===== config.mk =====
export PLATFORM = sky130hd
export DESIGN_NAME = uart_byte_fifo_bridge_flat
export DESIGN_NICKNAME = d
export VERILOG_FILES = /design/src/rtl/uart_byte_fifo_bridge_pkg.sv /design/src/rtl/uart_byte_fifo_bridge_if.sv /design/src/rtl/uart_byte_fifo_bridge_byte_fifo_mem.sv /design/src/rtl/uart_byte_fifo_bridge.sv /design/src/flat_wrapper.sv
export SDC_FILE = /design/constraint.sdc
export NUM_CORES = 1
export LEC_CHECK = 0
export ABC_AREA = 1
export CAP_MARGIN = 20
export CELL_PAD_IN_SITES_DETAIL_PLACEMENT = 0
export CELL_PAD_IN_SITES_GLOBAL_PLACEMENT = 1
export CORE_MARGIN = 2
export CORE_UTILIZATION = 25
export CTS_BUF_LIST = sky130_fd_sc_hd__clkbuf_8
export DETAILED_ROUTE_END_ITERATION = 6
export GPL_TIMING_DRIVEN = 1
export MAX_ROUTING_LAYER = met4
export PLACE_DENSITY = 0.57
export REMOVE_ABC_BUFFERS = 1
export SLEW_MARGIN = 40
export SYNTH_ARGS = -nofsm -noshare
export SYNTH_HDL_FRONTEND = slang
export SYNTH_SLANG_ARGS = --single-unit

===== constraint.sdc =====
create_clock -name clk -period 2 [get_ports clk]
set_input_delay 0.4 -clock clk [delete_from_list [all_inputs] [get_ports clk]]
set_output_delay 0.4 -clock clk [all_outputs]
set_load 0.05 [all_outputs]

===== src/rtl/uart_byte_fifo_bridge_pkg.sv =====
// Shared types for the UART byte FIFO bridge: byte width and the ingress/egress FSM encodings.
package uart_byte_fifo_bridge_pkg;

  localparam int BYTE_W = 8;

  typedef enum logic [1:0] {
    ING_IDLE     = 2'd0,
    ING_ACK      = 2'd1,
    ING_WAIT_LOW = 2'd2
  } ing_state_t;

  typedef enum logic [1:0] {
    EG_IDLE      = 2'd0,
    EG_WAIT_BUSY = 2'd1,
    EG_WAIT_DONE = 2'd2
  } eg_state_t;

endpackage


===== src/rtl/uart_byte_fifo_bridge_if.sv =====
// Bundle of receiver-side, transmitter-side and status signals around the byte FIFO bridge.
interface uart_byte_fifo_bridge_if #(
  parameter int ADDR_W = 4
);
  import uart_byte_fifo_bridge_pkg::*;

  // Handshakes: rx_ready is a level held by the receiver until the bridge answers with a
  // one-cycle rx_clear; the bridge then waits for rx_ready to fall before taking another byte.
  // tx_send is a one-cycle pulse issued only while tx_busy is low; tx_data stays stable after it,
  // and the next send waits for tx_busy to rise and fall again.
  logic [BYTE_W-1:0] rx_data;
  logic              rx_ready;
  logic              rx_clear;
  logic [BYTE_W-1:0] tx_data;
  logic              tx_send;
  logic              tx_busy;
  logic [ADDR_W:0]   count;
  logic              full;
  logic              empty;
  logic              overflow;
  ing_state_t        ing_state;
  eg_state_t         eg_state;

  modport master (
    input  rx_data, rx_ready, tx_busy,
    output rx_clear, tx_data, tx_send, count, full, empty, overflow, ing_state, eg_state
  );

  modport slave (
    output rx_data, rx_ready, tx_busy,
    input  rx_clear, tx_data, tx_send, count, full, empty, overflow, ing_state, eg_state
  );

endinterface


===== src/rtl/uart_byte_fifo_bridge_byte_fifo_mem.sv =====
// Circular byte store with registered occupancy, full and empty flags.
module byte_fifo_mem
  import uart_byte_fifo_bridge_pkg::*;
#(
  parameter int DEPTH  = 16,
  parameter int ADDR_W = 4
) (
  input  logic              clk,
  input  logic              reset,
  input  logic              push,
  input  logic [BYTE_W-1:0] wr_data,
  input  logic              pop,
  output logic [BYTE_W-1:0] rd_data,
  output logic [ADDR_W:0]   count,
  output logic              full,
  output logic              empty
);

  localparam logic [ADDR_W:0] DEPTH_C = (ADDR_W + 1)'(DEPTH);

  logic [BYTE_W-1:0] mem [DEPTH];
  logic [ADDR_W-1:0] wr_ptr;
  logic [ADDR_W-1:0] rd_ptr;
  logic [ADDR_W:0]   count_nxt;

  assign rd_data = mem[rd_ptr];

  always_comb begin
    count_nxt = count;
    case ({push, pop})
      2'b10:   count_nxt = count + 1'b1;
      2'b01:   count_nxt = count - 1'b1;
      default: count_nxt = count;
    endcase
  end

  // Storage is not reset; stale entries are unreachable once the pointers are cleared.
  always_ff @(posedge clk) begin
    if (push) mem[wr_ptr] <= wr_data;
  end

  always_ff @(posedge clk) begin
    if (reset) begin
      wr_ptr <= '0;
      rd_ptr <= '0;
      count  <= '0;
      full   <= 1'b0;
      empty  <= 1'b1;
    end else begin
      if (push) wr_ptr <= wr_ptr + 1'b1;
      if (pop)  rd_ptr <= rd_ptr + 1'b1;
      count <= count_nxt;
      full  <= (count_nxt == DEPTH_C);
      empty <= (count_nxt == '0);
    end
  end

endmodule


===== src/rtl/uart_byte_fifo_bridge.sv =====
// Elastic byte buffer from uart_receiver to uart_transmitter: acknowledges each received byte,
// queues it, and replays it with a single send pulse whenever the transmitter is idle.
module uart_byte_fifo_bridge
  import uart_byte_fifo_bridge_pkg::*;
#(
  parameter int DEPTH  = 16,
  parameter int ADDR_W = 4
) (
  input logic                     clk,
  input logic                     reset,
  uart_byte_fifo_bridge_if.master bus
);

  ing_state_t        ing_state;
  eg_state_t         eg_state;
  logic              rx_clear;
  logic              tx_send;
  logic [BYTE_W-1:0] tx_data;
  logic              overflow;
  logic              push;
  logic              pop;
  logic [BYTE_W-1:0] rd_data;
  logic [ADDR_W:0]   count;
  logic              full;
  logic              empty;

  // full/empty are registered, so a byte arriving on the same edge as a pop from a full FIFO is dropped.
  assign push = (ing_state == ING_IDLE) && bus.rx_ready && !full;
  assign pop  = (eg_state == EG_IDLE) && !empty && !bus.tx_busy;

  byte_fifo_mem #(
    .DEPTH  (DEPTH),
    .ADDR_W (ADDR_W)
  ) u_mem (
    .clk     (clk),
    .reset   (reset),
    .push    (push),
    .wr_data (bus.rx_data),
    .pop     (pop),
    .rd_data (rd_data),
    .count   (count),
    .full    (full),
    .empty   (empty)
  );

  always_ff @(posedge clk) begin
    if (reset) begin
      ing_state <= ING_IDLE;
      rx_clear  <= 1'b0;
      overflow  <= 1'b0;
    end else begin
      rx_clear <= 1'b0;
      case (ing_state)
        ING_IDLE: begin
          if (bus.rx_ready) begin
            if (full) overflow <= 1'b1;
            rx_clear  <= 1'b1;
            ing_state <= ING_ACK;
          end
        end
        ING_ACK:      ing_state <= ING_WAIT_LOW;
        // A ready level that outlives the ack is the same byte, never a new one.
        ING_WAIT_LOW: if (!bus.rx_ready) ing_state <= ING_IDLE;
        default:      ing_state <= ING_IDLE;
      endcase
    end
  end

  always_ff @(posedge clk) begin
    if (reset) begin
      eg_state <= EG_IDLE;
      tx_send  <= 1'b0;
      tx_data  <= '0;
    end else begin
      tx_send <= 1'b0;
      case (eg_state)
        EG_IDLE: begin
          if (pop) begin
            tx_data  <= rd_data;
            tx_send  <= 1'b1;
            eg_state <= EG_WAIT_BUSY;
          end
        end
        EG_WAIT_BUSY: if (bus.tx_busy)  eg_state <= EG_WAIT_DONE;
        EG_WAIT_DONE: if (!bus.tx_busy) eg_state <= EG_IDLE;
        default:      eg_state <= EG_IDLE;
      endcase
    end
  end

  assign bus.rx_clear  = rx_clear;
  assign bus.tx_send   = tx_send;
  assign bus.tx_data   = tx_data;
  assign bus.count     = count;
  assign bus.full      = full;
  assign bus.empty     = empty;
  assign bus.overflow  = overflow;
  assign bus.ing_state = ing_state;
  assign bus.eg_state  = eg_state;

endmodule


===== src/flat_wrapper.sv =====
// flat-port wrapper written by rule: the top's interface ports become plain ports
module uart_byte_fifo_bridge_flat import uart_byte_fifo_bridge_pkg::*;
#(
  parameter int DEPTH  = 16,
  parameter int ADDR_W = 4
)
  (clk, reset, bus_rx_data, bus_rx_ready, bus_tx_busy, bus_rx_clear, bus_tx_data, bus_tx_send, bus_count, bus_full, bus_empty, bus_overflow, bus_ing_state, bus_eg_state);
  uart_byte_fifo_bridge_if #(.ADDR_W(ADDR_W)) bus_i ();
  input logic clk;
  input logic reset;
  input wire logic [$bits(bus_i.rx_data)-1:0] bus_rx_data;
  input wire logic [$bits(bus_i.rx_ready)-1:0] bus_rx_ready;
  input wire logic [$bits(bus_i.tx_busy)-1:0] bus_tx_busy;
  output wire logic [$bits(bus_i.rx_clear)-1:0] bus_rx_clear;
  output wire logic [$bits(bus_i.tx_data)-1:0] bus_tx_data;
  output wire logic [$bits(bus_i.tx_send)-1:0] bus_tx_send;
  output wire logic [$bits(bus_i.count)-1:0] bus_count;
  output wire logic [$bits(bus_i.full)-1:0] bus_full;
  output wire logic [$bits(bus_i.empty)-1:0] bus_empty;
  output wire logic [$bits(bus_i.overflow)-1:0] bus_overflow;
  output wire logic [$bits(bus_i.ing_state)-1:0] bus_ing_state;
  output wire logic [$bits(bus_i.eg_state)-1:0] bus_eg_state;
  assign bus_i.rx_data = bus_rx_data;
  assign bus_i.rx_ready = bus_rx_ready;
  assign bus_i.tx_busy = bus_tx_busy;
  assign bus_rx_clear = bus_i.rx_clear;
  assign bus_tx_data = bus_i.tx_data;
  assign bus_tx_send = bus_i.tx_send;
  assign bus_count = bus_i.count;
  assign bus_full = bus_i.full;
  assign bus_empty = bus_i.empty;
  assign bus_overflow = bus_i.overflow;
  assign bus_ing_state = bus_i.ing_state;
  assign bus_eg_state = bus_i.eg_state;
  uart_byte_fifo_bridge #(.DEPTH(DEPTH), .ADDR_W(ADDR_W)) u_core (.clk(clk), .reset(reset), .bus(bus_i));
endmodule

==> results.cfg <==
[floorplanning]
die_h_um = 164
rows = 58
initial_core_util = 0.254
core-area_um2 = 25200
dieArea_um2 = 26900
ios = 34
fp.dieW_um = 164

[hold_path]
whs_path_depth = 1
hold_path.startpoint = u_core.bus.eg_state[1]
hold_path.class = flop to flop

[synth]
avgSynthCellArea_um2 = 12.0
synthFlopType = edfxtp_1
synthCells = 534
synth.distinct_cells = 32
yosys_warnings = 0
synthTopCellsByArea = edfxtp_1 60%, dfxtp_1 9.4%, nor2_1 5.4%, o21ai_0 4.5%, o221ai_1 2.7%
synth_area_um2 = 6400
yosysTopAreaCell = edfxtp_1
ys_ff_latch = 158
synth_top_area_frac = 0.601
yosysSeqAreaShare = 0.695
synth_edf_count = 128
async_flop_share = 0

[power]
pwr-share-seq = 0.490
switching_power_mw = 2.45
pwr-share-comb = 0.210
power_mw = 7.68
p_leak_nw = 2.73
pwr-share-clk = 0.300
powerDensity_nw_per_um2 = 986
internal_power_mw = 5.22
p_sw_frac = 0.319
ir_drop_uv = 417

[clock_tree]
clockBufferDepth = 2
tritoncts = done
clkLatencyLatePin_ns = 0.45
cts_sinks = 158
numCtsBuffers = 17
hold_buffers = 0
postCtsSetupBuffers = 0
clk_pin_slew_ns = 0.09
clockRootBuffer = clkbuf_8
htree_levels = 4

[final_layout]
syn_to_final_growth_pct = 21.7
multi_input_area_um2 = 1700
final_area_um2 = 7790
final_common_cell = edfxtp_1
nFillCells = 2551
diodes = 0
drive_gt1_frac = 0.173
nets = 624
regArea_um2 = 4450
utilization = 0.309
layout_common_cells = 128 x edfxtp_1, 92 x nor2_1, 57 x o21ai_0
fin_cells = 948

[sta]
maxSlewHeadroom = 0.547
fin_crit_sh = 0.947
setup_tns_ns = 0
clock-skew-final_ns = 0.0131
setup_viol = 0
worst_slew_pin_slew_ns = 0.678
drv_slew = 0
clock.fmax_ghz = 0.528
fin_ws_ns = 0.106
hold_slack_ns = 0.493
rsz0062_at_grt = yes
post-route-min-period_ns = 1.89
hold_viol_final = 0

[drt]
postRouteAntennaNets = 0
vias_per_cell = 4.60
drtPass1Iterations = 6
via_count = 4360
drc = 0
wirelength_um = 15900
first_iter_violations = 337
wire_per_inst_um = 16.8

[critical_path]
worstSetupStartpoint = bus_tx_busy
cp-end-kind = flop
reg2reg_depth = 15
r2r_start = u_core.u_mem.empty
path_class = input port to flop
worstPathArrival_ns = 2.24
cp.required_ns = 2.34
start_kind = input port
crit_fanout = 5

[placement]
portBuffers = 33
dp_hpwl_um = 10000
dpl_cell_area_um2 = 7410
dp.cells = 916
dp_slack_ns = -0.440
gp_congestion = 0.751

[job]
cap_violations = 0

[status]
status = completed

[global_route]
track_usage = 0.128
grt_max_degree = 67
antenna_found_initial = 0
overflow = 0
grt_pass1_vias = 4210
grt_pass1_wl_um = 24400
sequential cells by signal, indices dropped and copies added (netlist names), 2 cells and up:
signal	flops
u_core.u_mem.wr_ptr	4
u_core.bus.tx_data	8
u_core.u_mem.rd_ptr	4
u_core.u_mem.count	5
u_core.u_mem.mem	128
u_core.bus.eg_state	2
u_core.bus.ing_state	2
worst max-delay path, cell delays in order:
cell and delay (ns):
clkdlybuf4s50_1 0.41, inv_1 0.06, nand2_1 0.07, nor2_4 0.20, nand3_2 0.10, nand2_1 0.09
inv_2 0.04, ha_1 0.18, a21oi_2 0.19, nor2_4 0.07, nand3_1 0.09, nand3_1 0.10
nand2_2 0.08, nand2_1 0.05, nand3_1 0.07, nand2_1 0.05
power groups by stage:
stage,Combinational [mW],Sequential (mW),Clock [mW]
after floorplan,0.671,4.12,0
after global placement,1.63,3.83,0
after detailed placement,1.65,3.84,0
after CTS,1.62,3.76,2.39
after global routing,1.78,3.78,2.53
final,1.61,3.76,2.30
kinds of logic after synthesis:
logic type      Yosys count  share of synthesized area
fa+ha+maj                 7                     0.0137
buf+inv                  67                     0.0419
simple gates            164                      0.115
flops                   158                      0.695
xor+xnor                  2                    0.00567
compound gates          136                      0.129
layout make-up:
type                            instances  share of cell area
Sequential cell                       158               0.571
Multi-Input combinational cell        309               0.218
Timing Repair Buffer                   80              0.0901
Tap cell                              330              0.0530
Clock buffer                           17              0.0300
Clock inverter                         15              0.0194
Inverter                               39              0.0188
path summary, 6_finish.rpt:
path / to / slack, ns
setup / recovery: u_core.u_mem.empty / 0.11
hold / removal: u_core.bus.eg_state[1] / 0.49
setup reg to reg: u_core.u_mem.empty / 0.13
hold reg to reg: u_core.bus.eg_state[1] / 0.49
synthesized netlist by cell type, types with 10 or more instances:
library cell / instances
o21ai_0: 58
nand2_1: 29
dfxtp_1: 30
o22ai_1: 12
o221ai_1: 20
o211ai_1: 20
clkbuf_1: 21
nand3_1: 23
edfxtp_1: 128
inv_1: 35
o21ai_1: 13
a21oi_1: 10
nor2_1: 92
metal layers:
layer	routed length, um	vias to the layer above	global-route usage
met1	7110	2140	0.164
met2	7760	133	0.205
met4	178	0	0.0359
met3	861	11	0.0301
met5	0	-	-
li1	-	2076	-
repair_timing:
action                                  CTS  global route
resized for setup                        15             5
endpoints found under the setup margin   15             5
pin swaps                                 0             1
Power figures use the tool's default switching activity.
